File: config.mk
export PLATFORM = sky130hd
export DESIGN_NAME = id_ex_stage_flat
export DESIGN_NICKNAME = d
export VERILOG_FILES = /design/src/rtl/id_ex_stage_if.sv /design/src/rtl/id_ex_stage.sv /design/src/flat_wrapper.sv
export SDC_FILE = /design/constraint.sdc
export NUM_CORES = 1
export LEC_CHECK = 0
export ABC_AREA = 1
export CORE_MARGIN = 2
export CORE_UTILIZATION = 50
export CTS_CLUSTER_DIAMETER = 30
export DETAILED_ROUTE_END_ITERATION = 8
export GPL_TIMING_DRIVEN = 0
export PLACE_DENSITY = 0.95
export SLEW_MARGIN = 40
export SYNTH_ARGS = -nofsm -noshare
export SYNTH_HDL_FRONTEND = slang
export SYNTH_SLANG_ARGS = --single-unit
File: constraint.sdc
create_clock -name clk -period 2.8 [get_ports clk]
set_clock_uncertainty 0.2 [all_clocks]
set_input_delay 0.42 -clock clk [delete_from_list [all_inputs] [get_ports clk]]
set_output_delay 0.42 -clock clk [all_outputs]
set_load 0.05 [all_outputs]
File: src/rtl/id_ex_stage_if.sv
// ID/EX stage bundle: decoded ID operands, redirect/freeze,
// forwarding sources and the registered EX-side outputs.
interface id_ex_stage_if #(
    parameter int DW = 32,
    parameter int RW = 5
);
    logic          id_valid;
    logic [RW-1:0] id_rs;
    logic [RW-1:0] id_rt;
    logic [RW-1:0] id_dest;
    logic          id_uses_rt;
    logic [DW-1:0] id_rs_data;
    logic [DW-1:0] id_rt_data;
    logic [DW-1:0] id_imm;
    logic [4:0]    id_shamt;
    logic [3:0]    id_aluctrl;
    logic          id_alusrc;
    logic          id_regwrite;
    logic          id_memread;
    logic          id_memwrite;
    logic          id_memtoreg;
    logic          flush;
    logic          hold;
    logic          exmem_regwrite;
    logic [RW-1:0] exmem_rd;
    logic [DW-1:0] exmem_aluout;
    logic          memwb_regwrite;
    logic [RW-1:0] memwb_rd;
    logic [DW-1:0] memwb_data;
    logic          stall;
    logic          ex_valid;
    logic [DW-1:0] ex_in1;
    logic [DW-1:0] ex_in2;
    logic [3:0]    ex_aluctrl;
    logic [4:0]    ex_sll;
    logic [DW-1:0] ex_store_data;
    logic [RW-1:0] ex_dest;
    logic          ex_regwrite;
    logic          ex_memread;
    logic          ex_memwrite;
    logic          ex_memtoreg;

    modport master (
        output id_valid, id_rs, id_rt, id_dest, id_uses_rt,
        output id_rs_data, id_rt_data, id_imm, id_shamt,
        output id_aluctrl, id_alusrc, id_regwrite, id_memread,
        output id_memwrite, id_memtoreg, flush, hold,
        output exmem_regwrite, exmem_rd, exmem_aluout,
        output memwb_regwrite, memwb_rd, memwb_data,
        input  stall, ex_valid, ex_in1, ex_in2, ex_aluctrl,
        input  ex_sll, ex_store_data, ex_dest, ex_regwrite,
        input  ex_memread, ex_memwrite, ex_memtoreg
    );

    modport slave (
        input  id_valid, id_rs, id_rt, id_dest, id_uses_rt,
        input  id_rs_data, id_rt_data, id_imm, id_shamt,
        input  id_aluctrl, id_alusrc, id_regwrite, id_memread,
        input  id_memwrite, id_memtoreg, flush, hold,
        input  exmem_regwrite, exmem_rd, exmem_aluout,
        input  memwb_regwrite, memwb_rd, memwb_data,
        output stall, ex_valid, ex_in1, ex_in2, ex_aluctrl,
        output ex_sll, ex_store_data, ex_dest, ex_regwrite,
        output ex_memread, ex_memwrite, ex_memtoreg
    );
endinterface

File: src/rtl/id_ex_stage.sv
// ID/EX pipeline register with EX/MEM and MEM/WB operand
// forwarding and load-use bubble insertion ahead of the ALU.
module id_ex_stage #(
    parameter int DW = 32,
    parameter int RW = 5
) (
    input logic          clk,
    input logic          rst,
    id_ex_stage_if.slave bus
);
    typedef struct packed {
        logic          valid;
        logic [RW-1:0] rs;
        logic [RW-1:0] rt;
        logic [RW-1:0] dest;
        logic [DW-1:0] rs_data;
        logic [DW-1:0] rt_data;
        logic [DW-1:0] imm;
        logic [4:0]    shamt;
        logic [3:0]    aluctrl;
        logic          alusrc;
        logic          regwrite;
        logic          memread;
        logic          memwrite;
        logic          memtoreg;
    } ex_reg_t;

    ex_reg_t ex_d;
    ex_reg_t ex_q;

    logic          hazard;
    logic          stall;
    logic [DW-1:0] fwd_rs;
    logic [DW-1:0] fwd_rt;

    // EX/MEM wins over MEM/WB; r0 is hardwired and never forwarded.
    function automatic logic [DW-1:0] fwd(
        input logic [RW-1:0] idx,
        input logic [DW-1:0] rf
    );
        logic [DW-1:0] r;
        r = rf;
        if (bus.exmem_regwrite && bus.exmem_rd != '0 &&
            bus.exmem_rd == idx) begin
            r = bus.exmem_aluout;
        end else if (bus.memwb_regwrite && bus.memwb_rd != '0 &&
                     bus.memwb_rd == idx) begin
            r = bus.memwb_data;
        end
        return r;
    endfunction

    always_comb begin
        hazard = ex_q.valid & ex_q.memread & (ex_q.dest != '0) &
                 bus.id_valid &
                 ((ex_q.dest == bus.id_rs) |
                  (bus.id_uses_rt & (ex_q.dest == bus.id_rt)));
        stall = hazard & ~bus.flush & ~bus.hold;
    end

    always_comb begin
        ex_d = ex_q;
        if (bus.hold) begin
            ex_d = ex_q;
        end else if (bus.flush || stall) begin
            ex_d = '0;
        end else begin
            ex_d.valid    = bus.id_valid;
            ex_d.rs       = bus.id_rs;
            ex_d.rt       = bus.id_rt;
            ex_d.dest     = bus.id_dest;
            ex_d.rs_data  = bus.id_rs_data;
            ex_d.rt_data  = bus.id_rt_data;
            ex_d.imm      = bus.id_imm;
            ex_d.shamt    = bus.id_shamt;
            ex_d.aluctrl  = bus.id_aluctrl;
            ex_d.alusrc   = bus.id_alusrc;
            ex_d.regwrite = bus.id_regwrite & bus.id_valid;
            ex_d.memread  = bus.id_memread & bus.id_valid;
            ex_d.memwrite = bus.id_memwrite & bus.id_valid;
            ex_d.memtoreg = bus.id_memtoreg & bus.id_valid;
        end
    end

    always_ff @(posedge clk) begin
        if (rst) begin
            ex_q <= '0;
        end else begin
            ex_q <= ex_d;
        end
    end

    always_comb begin
        fwd_rs = fwd(ex_q.rs, ex_q.rs_data);
        fwd_rt = fwd(ex_q.rt, ex_q.rt_data);
    end

    assign bus.stall         = stall;
    assign bus.ex_valid      = ex_q.valid;
    assign bus.ex_in1        = fwd_rs;
    assign bus.ex_in2        = ex_q.alusrc ? ex_q.imm : fwd_rt;
    assign bus.ex_store_data = fwd_rt;
    assign bus.ex_aluctrl    = ex_q.aluctrl;
    assign bus.ex_sll        = ex_q.shamt;
    assign bus.ex_dest       = ex_q.dest;
    assign bus.ex_regwrite   = ex_q.regwrite;
    assign bus.ex_memread    = ex_q.memread;
    assign bus.ex_memwrite   = ex_q.memwrite;
    assign bus.ex_memtoreg   = ex_q.memtoreg;
endmodule

File: src/flat_wrapper.sv
// flat-port wrapper written by rule: the top's interface ports become plain ports
module id_ex_stage_flat 
#(
    parameter int DW = 32,
    parameter int RW = 5
)
  (clk, rst, bus_id_valid, bus_id_rs, bus_id_rt, bus_id_dest, bus_id_uses_rt, bus_id_rs_data, bus_id_rt_data, bus_id_imm, bus_id_shamt, bus_id_aluctrl, bus_id_alusrc, bus_id_regwrite, bus_id_memread, bus_id_memwrite, bus_id_memtoreg, bus_flush, bus_hold, bus_exmem_regwrite, bus_exmem_rd, bus_exmem_aluout, bus_memwb_regwrite, bus_memwb_rd, bus_memwb_data, bus_stall, bus_ex_valid, bus_ex_in1, bus_ex_in2, bus_ex_aluctrl, bus_ex_sll, bus_ex_store_data, bus_ex_dest, bus_ex_regwrite, bus_ex_memread, bus_ex_memwrite, bus_ex_memtoreg);
  id_ex_stage_if #(.DW(DW), .RW(RW)) bus_i ();
  input logic clk;
  input logic rst;
  input wire logic [$bits(bus_i.id_valid)-1:0] bus_id_valid;
  input wire logic [$bits(bus_i.id_rs)-1:0] bus_id_rs;
  input wire logic [$bits(bus_i.id_rt)-1:0] bus_id_rt;
  input wire logic [$bits(bus_i.id_dest)-1:0] bus_id_dest;
  input wire logic [$bits(bus_i.id_uses_rt)-1:0] bus_id_uses_rt;
  input wire logic [$bits(bus_i.id_rs_data)-1:0] bus_id_rs_data;
  input wire logic [$bits(bus_i.id_rt_data)-1:0] bus_id_rt_data;
  input wire logic [$bits(bus_i.id_imm)-1:0] bus_id_imm;
  input wire logic [$bits(bus_i.id_shamt)-1:0] bus_id_shamt;
  input wire logic [$bits(bus_i.id_aluctrl)-1:0] bus_id_aluctrl;
  input wire logic [$bits(bus_i.id_alusrc)-1:0] bus_id_alusrc;
  input wire logic [$bits(bus_i.id_regwrite)-1:0] bus_id_regwrite;
  input wire logic [$bits(bus_i.id_memread)-1:0] bus_id_memread;
  input wire logic [$bits(bus_i.id_memwrite)-1:0] bus_id_memwrite;
  input wire logic [$bits(bus_i.id_memtoreg)-1:0] bus_id_memtoreg;
  input wire logic [$bits(bus_i.flush)-1:0] bus_flush;
  input wire logic [$bits(bus_i.hold)-1:0] bus_hold;
  input wire logic [$bits(bus_i.exmem_regwrite)-1:0] bus_exmem_regwrite;
  input wire logic [$bits(bus_i.exmem_rd)-1:0] bus_exmem_rd;
  input wire logic [$bits(bus_i.exmem_aluout)-1:0] bus_exmem_aluout;
  input wire logic [$bits(bus_i.memwb_regwrite)-1:0] bus_memwb_regwrite;
  input wire logic [$bits(bus_i.memwb_rd)-1:0] bus_memwb_rd;
  input wire logic [$bits(bus_i.memwb_data)-1:0] bus_memwb_data;
  output wire logic [$bits(bus_i.stall)-1:0] bus_stall;
  output wire logic [$bits(bus_i.ex_valid)-1:0] bus_ex_valid;
  output wire logic [$bits(bus_i.ex_in1)-1:0] bus_ex_in1;
  output wire logic [$bits(bus_i.ex_in2)-1:0] bus_ex_in2;
  output wire logic [$bits(bus_i.ex_aluctrl)-1:0] bus_ex_aluctrl;
  output wire logic [$bits(bus_i.ex_sll)-1:0] bus_ex_sll;
  output wire logic [$bits(bus_i.ex_store_data)-1:0] bus_ex_store_data;
  output wire logic [$bits(bus_i.ex_dest)-1:0] bus_ex_dest;
  output wire logic [$bits(bus_i.ex_regwrite)-1:0] bus_ex_regwrite;
  output wire logic [$bits(bus_i.ex_memread)-1:0] bus_ex_memread;
  output wire logic [$bits(bus_i.ex_memwrite)-1:0] bus_ex_memwrite;
  output wire logic [$bits(bus_i.ex_memtoreg)-1:0] bus_ex_memtoreg;
  assign bus_i.id_valid = bus_id_valid;
  assign bus_i.id_rs = bus_id_rs;
  assign bus_i.id_rt = bus_id_rt;
  assign bus_i.id_dest = bus_id_dest;
  assign bus_i.id_uses_rt = bus_id_uses_rt;
  assign bus_i.id_rs_data = bus_id_rs_data;
  assign bus_i.id_rt_data = bus_id_rt_data;
  assign bus_i.id_imm = bus_id_imm;
  assign bus_i.id_shamt = bus_id_shamt;
  assign bus_i.id_aluctrl = bus_id_aluctrl;
  assign bus_i.id_alusrc = bus_id_alusrc;
  assign bus_i.id_regwrite = bus_id_regwrite;
  assign bus_i.id_memread = bus_id_memread;
  assign bus_i.id_memwrite = bus_id_memwrite;
  assign bus_i.id_memtoreg = bus_id_memtoreg;
  assign bus_i.flush = bus_flush;
  assign bus_i.hold = bus_hold;
  assign bus_i.exmem_regwrite = bus_exmem_regwrite;
  assign bus_i.exmem_rd = bus_exmem_rd;
  assign bus_i.exmem_aluout = bus_exmem_aluout;
  assign bus_i.memwb_regwrite = bus_memwb_regwrite;
  assign bus_i.memwb_rd = bus_memwb_rd;
  assign bus_i.memwb_data = bus_memwb_data;
  assign bus_stall = bus_i.stall;
  assign bus_ex_valid = bus_i.ex_valid;
  assign bus_ex_in1 = bus_i.ex_in1;
  assign bus_ex_in2 = bus_i.ex_in2;
  assign bus_ex_aluctrl = bus_i.ex_aluctrl;
  assign bus_ex_sll = bus_i.ex_sll;
  assign bus_ex_store_data = bus_i.ex_store_data;
  assign bus_ex_dest = bus_i.ex_dest;
  assign bus_ex_regwrite = bus_i.ex_regwrite;
  assign bus_ex_memread = bus_i.ex_memread;
  assign bus_ex_memwrite = bus_i.ex_memwrite;
  assign bus_ex_memtoreg = bus_i.ex_memtoreg;
  id_ex_stage #(.DW(DW), .RW(RW)) u_core (.clk(clk), .rst(rst), .bus(bus_i));
endmodule
==> flow_summary.toml, run 1 <==
[status]
status = "complete, but fails checks"
violations = "negative setup slack"

[timing]
tns_ns = -1.55
timing.slew.headroom_pct = 46.9
timing_hold_violations_final = 0
worst_slack_ns = -0.0951
final.period_utilization_pct = 103
setup_viol = 50
slew_viol_final = 0
max_freq_ghz = 0.345
min_period_ns = 2.90
rsz0062_at_grt = "true"
tightest_slew_ns = 0.796

[pwr]
p_int_w = 0.00385
pwr-share-comb_pct = 30.3
p_switching_w = 0.00198
clkPwrFrac_pct = 36.7
pwr_density_cell_mw_per_mm2 = 405
netSwitchingFraction_pct = 33.9
ir_drop_v = 0.000456
total_power_w = 0.00583
seqPwrFrac_pct = 32.9
cellLeakagePower_nw = 6.46

[global_routing]
grt_pass1_wl_um = 56500
grt_max_degree = 17
antenna_found_initial = 0
grt_overflow = 0
grt_pass1_vias = 11000
grtUsageTotal_pct = 36.0

[yosys]
ys_seq_area_share_pct = 27.4
synth_area_mm2 = 0.00922
synth_largest_area_cell = "dfxtp_1"
yosys-top-cells-area = "dfxtp_1 27%, nand2_1 11%, nand3_1 9.9%"
synth_top_family_by_area = "simple AND/OR/NAND/NOR gates"
synth_compound_area_share_pct = 12.1
yosys.area_share.simple_pct = 42.8
muxShareOfSynthArea_pct = 0
synth_top_area_share_pct = 27.4
ys_ff_latch = 126
ys_types = 31
syn_nets = 1625
syn_area_per_cell_um2 = 6.50
synthAdderAreaFrac_pct = 0
ys_warn_count = 0
syn-instance-count = 1418
synth_xor_area_share_pct = 1.99

[die]
initial_core_util_pct = 51.2
coreArea_mm2 = 0.0180
die_h_um = 140
die_w_um = 140
die_area_mm2 = 0.0195
io_pins = 323
rows = 49

[layout]
drive_above_1_share_pct = 29.6
nets = 1980
insertedDiodeCount = 0
seqCellArea_mm2 = 0.00254
fill_cells = 1211
finish.instance_area_mm2 = 0.0144
fin_cells = 2015
syn2layout_area_growth_pct = 56.0
multiInputGateArea_mm2 = 0.00595

[setup_path]
critPathRequiredTime_ns = 2.18
crit_slowest_cell = "dfxtp_4"
cp.arrival_ns = 2.28
cp_top_family = "simple AND/OR/NAND/NOR gates"
cp_max_fo = 8
path_cells = "xnor2_2 > nand2_1 > nor2_4 > nand3_4 > buf_8 > nand2_1 > nand3_2 > nand3_1 > nand2_1 > buf_6"
start_kind = "flip-flop"
max_stage_delay_ns = 0.37
rrSetupSlack_ns = 0.86
endpoint_kind = "primary output"
path_class = "flip-flop to primary output"
cpMostUsedCell = "nand2_1"
path_buf_inv = 2

[detailed_routing]
drt_iter0_drc = 1152
dr.pass1.iters = 6
drt_wl_total_um = 39200
via_per_inst = 5.72
drc = 0
ant_nets = 0
vias = 11500
wl_per_cell_um = 19.5

[clock_network]
numClockSinks = 126
clock_latency_ns = 0.43
cts-root-buf = "clkbuf_16"
cts_buffer_depth = 2
holdBufCountCts = 0
cts_htree_levels = 4
cts-buffers-inserted = 17
cts_tree = "done"
clk_pin_slew_ns = 0.06

[placed_design]
dpl.hpwl_um = 27000
port_buffers = 321
dpl_cell_area_mm2 = 0.0127
dp_slack_ns = -1.21
dp_cells = 1968
gp_congestion = 0.954

[hold_path]
min_path_type = "flip-flop to flip-flop"

[flow_run]
maxCapViolations = 0
==> worst min-delay path, stage by stage, from the launching register on <==
cell and delay [ns]:
dfxtp_1 0.31, nand2_1 0.06, a21oi_1 0.05
==> routing by layer <==
| metal | wire length [µm] | vias to the layer above | GRT usage [%] |
|---|---|---|---|
| met4 | 2210 | 0 | 18.3 |
| met1 | 14200 | 5343 | 41.8 |
| met3 | 3870 | 184 | 9.43 |
| li1 | - | 5222 | - |
| met5 | 0 | - | 0 |
| met2 | 18900 | 768 | 61.2 |
==> per-stage QoR <==
stage                     hold slack [ns]  utilization [%]
after global routing                0.287             79.8
after CTS                           0.267             73.4
after global placement              0.252             70.6
after floorplan                     0.237                -
final                               0.270             79.8
after detailed placement            0.257             70.6
==> timing repair <==
item / CTS / global route
gates cloned: 0 / 4
buffers inserted: 8 / 5
setup endpoints to repair: 97 / 96
pin swaps: 7 / 24
gates resized for setup: 636 / 345
==> power groups by stage <==
stage | registers [W] | clock network [W] | logic (W)
detailed placement | 0.00195 | 0 | 0.00157
global placement | 0.00194 | 0 | 0.00155
floorplan | 0.00195 | 0 | 0.000894
finish | 0.00192 | 0.00214 | 0.00177
CTS | 0.00191 | 0.00211 | 0.00157
global route | 0.00193 | 0.00220 | 0.00185
==> sequential cells by signal, summed over array words and instances, names as in the netlist <==
| signal | cells |
|---|---|
| u_core.bus.ex_valid | 1 |
| u_core.bus.ex_regwrite | 1 |
| u_core.bus.ex_memtoreg | 1 |
| u_core.bus.ex_memread | 1 |
| u_core.bus.ex_aluctrl | 4 |
| u_core.bus.ex_memwrite | 1 |
| u_core.bus.ex_dest | 5 |
| u_core.ex_q | 107 |
| u_core.bus.ex_sll | 5 |
==> kinds of logic (layout without fill, tap and decap cells) <==
group / Yosys count / in the layout
AOI/OAI and AO/OA: 168 / 168
xor gates and xnor gates: 21 / 21
buffers and inverters: 322 / 690
DFF: 126 / 126
and+or+nand+nor: 781 / 781
==> final timing paths <==
check	start	cells past startpoint	to
setup / recovery	u_core.ex_q[115]	10	bus_ex_in2[19]
hold / removal	u_core.ex_q[30]	2	u_core.ex_q[30]
setup reg to reg	u_core.bus.ex_dest[3]	11	u_core.ex_q[82]
hold reg to reg	u_core.ex_q[30]	2	u_core.ex_q[30]
==> cells in the mapped netlist (all sizes together) <==
library cell,number
o21ai,40
nand2,278
a21oi,126
and2,32
inv,196
a31oi,1
nor3,3
xnor2,11
buf,69
nor2,146
nand3b,34
dfxtp,126
nand4,32
o21bai,1
clkinv,1
clkbuf,56
xor2,10
nand3,256
==> layout make-up <==
class | count | share of cell area, %
Tap cell | 229 | 1.99
Clock buffer | 22 | 3.23
Sequential cell | 126 | 17.7
Timing Repair Buffer | 338 | 24.0
Multi-Input combinational cell | 970 | 41.4
Inverter | 197 | 5.16
Clock inverter | 10 | 0.626
Buffer | 123 | 5.95
==> cells in the final DEF (no fill, tap or decap), types with 5 or more instances in the layout <==
cell	n
a21oi_1	56
a21oi_2	70
and2_4	29
buf_12	12
buf_2	27
buf_4	55
buf_6	49
buf_8	26
clkbuf_1	52
clkbuf_16	20
clkbuf_2	10
clkbuf_4	11
clkdlybuf4s50_1	213
dfxtp_1	118
dfxtp_2	5
dlygate4sd2_1	5
inv_1	193
nand2_1	228
nand2_2	36
nand2_4	14
nand3_1	130
nand3_2	116
nand3_4	10
nand3b_1	34
nand4_1	32
nor2_1	141
nor2_4	5
o21ai_0	25
o21ai_1	10
xnor2_1	7
xor2_1	7
(Power assumes the default switching activity.)
==> run 2: changes to the inputs <==
--- a/config.mk
+++ b/config.mk
@@ -11,8 +11,8 @@
 export CTS_CLUSTER_DIAMETER = 30
 export DETAILED_ROUTE_END_ITERATION = 8
 export GPL_TIMING_DRIVEN = 0
-export PLACE_DENSITY = 0.95
-export SLEW_MARGIN = 40
+export PLACE_DENSITY = 0.89
+export SLEW_MARGIN = 15
 export SYNTH_ARGS = -nofsm -noshare
 export SYNTH_HDL_FRONTEND = slang
 export SYNTH_SLANG_ARGS = --single-unit
==> run 2 against run 1 <==
Effect of this change:
- the run still ends with negative setup slack left
- die area did not move
- count of clock-buffer cells in the layout fell by 1
- sequential cell count did not move
- total power rose by 1.4%
- combinational power barely moved
- critical path type unchanged
==> flow_summary.toml, run 2 (synthesis gave the netlist of run 1 again) <==
[status]
status = "complete, but fails checks"
violations = "negative setup slack"

[clock_network]
numClockSinks = 126
cts_buffer_depth = 2
clock_latency_ns = 0.43
cts_tree = "done"
clk_pin_slew_ns = 0.06
cts-buffers-inserted = 17
cts_htree_levels = 4
cts-root-buf = "clkbuf_16"

[setup_path]
endpoint_kind = "primary output"
critPathRequiredTime_ns = 2.18
path_class = "flip-flop to primary output"
cp.arrival_ns = 2.30
start_kind = "flip-flop"
cp_max_fo = 8
max_stage_delay_ns = 0.35
path_cells = "xnor2_2 > nand2_2 > nor2_4 > nand3_4 > buf_6 > nand2_1 > nand3_2 > nand3_2 > nand2_2 > buf_6"
crit_slowest_cell = "dfxtp_2"

[die]
die_h_um = 140
die_area_mm2 = 0.0195
coreArea_mm2 = 0.0180
initial_core_util_pct = 51.2
io_pins = 323
die_w_um = 140
rows = 49

[detailed_routing]
top_layer_used = "met4"
wl_per_cell_um = 19.3
wl_met1_um = 14300
drt_wl_total_um = 39200
ant_nets = 0
wl_met2_um = 18900
drt_iter0_drc = 1011
drc = 0
vias = 11500
dr.pass1.iters = 6
via_per_inst = 5.67
route.met3.wl_um = 3940

[flow_run]
maxCapViolations = 0

[timing]
timing.slew.headroom_pct = 28.1
rsz0062_at_grt = "true"
tns_ns = -0.584
slew_viol_final = 0
max_freq_ghz = 0.342
tightest_slew_ns = 1.08
worst_slack_ns = -0.121
final.period_utilization_pct = 104
setup_viol = 19
hold-worst-slack_ns = 0.265
timing_hold_violations_final = 0
min_period_ns = 2.92

[layout]
syn2layout_area_growth_pct = 57.7
largest_register_ffs = 107
fin_cells = 2028
layout_common_cells = "233 x nand2_1, 214 x clkdlybuf4s50_1, 193 x inv_1, 141 x nor2_1, 126 x nand3_1"
regMostFlops = "u_core.ex_q"
postLayoutCoreUtil_pct = 80.7
final_common_cell = "nand2_1"
drive_above_1_share_pct = 30.0
nets = 1990

[global_routing]
grt_pass1_wl_um = 56300
grtUsageTotal_pct = 36.1
grt_pass1_vias = 10900
grt_max_degree = 17
grt_overflow = 0
antenna_found_initial = 4

[placed_design]
port_buffers = 321
gp_congestion = 0.917
dpl.hpwl_um = 26400
dp_cells = 1968

[pwr]
ir_drop_v = 0.000553
cellLeakagePower_nw = 6.50
total_power_w = 0.00591
pwr_density_cell_mw_per_mm2 = 407

[hold_path]
min_path_type = "flip-flop to flip-flop"
==> run 2: cell count changes in the layout (fill, tap and decap cells not counted), sizes merged <==
cell	previous run	this run
dlymetal6s2s	1	0
buf	169	185
diode	0	3
clkbuf	95	85
clkinv	7	8
clkdlybuf4s50	213	214
nand3	256	257
clkinvlp	3	2
bufinv	1	2
dlygate4sd2	5	7
==> run 2: through the flow <==
step	cell area (µm²)	setup slack (ns)
2_1_floorplan	9220	-0.0458
6_report	14500	-0.121
5_1_grt	14500	-0.173
3_5_place_dp	12700	-1.24
3_3_place_gp	12700	-1.24
4_1_cts	13400	-0.0196
==> run 2: final timing paths <==
check / startpoint / endpoint / slack (ns) / cells after the start
hold / removal: u_core.ex_q[43] / u_core.ex_q[43] / 0.26 / 2
setup / recovery: u_core.ex_q[115] / bus_ex_in2[11] / -0.12 / 10
setup reg to reg: u_core.bus.ex_dest[0] / u_core.ex_q[118] / 0.84 / 11
hold reg to reg: u_core.ex_q[43] / u_core.ex_q[43] / 0.26 / 2
==> run 2: final cells by class <==
type                            count  area (µm²)
Clock inverter                     11         118
Inverter                          197         742
Clock buffer                       21         450
Tap cell                          229         287
Sequential cell                   126        2540
Buffer                            123         890
Fill cell                        1210        3480
Multi-Input combinational cell    971        6010
Timing Repair Buffer              347        3500
Antenna cell                        3        7.51
==> run 2: worst max-delay path, delay by kind of cell (launching register included) <==
family | cells | cell delay (ns)
flops | 1 | 0.35
simple gates | 7 | 0.97
buf+inv | 2 | 0.38
xor+xnor | 1 | 0.16
==> run 2: where the power goes <==
part | internal (W) | switching (W) | total, W
clock | 0.00133 | 0.000882 | 0.00221
sequential | 0.00186 | 0.0000555 | 0.00192
combinational | 0.000736 | 0.00105 | 0.00178
total | 0.00393 | 0.00198 | 0.00591
==> run 2: layer usage <==
metal / vias to the layer above / track usage, %
met2: 786 / 62.1
met5: - / 0
met3: 152 / 9.60
li1: 5232 / -
met4: 0 / 14.2
met1: 5321 / 42.8
==> run 2: what timing repair did <==
| item | 4_1_cts | 5_1_grt |
|---|---|---|
| hold buffers | 0 | 0 |
| buffers inserted | 10 | 9 |
| endpoints found under the setup margin | 97 | 97 |
| cloned | 4 | 4 |
| pin swaps | 8 | 19 |
| gates resized for setup | 657 | 345 |
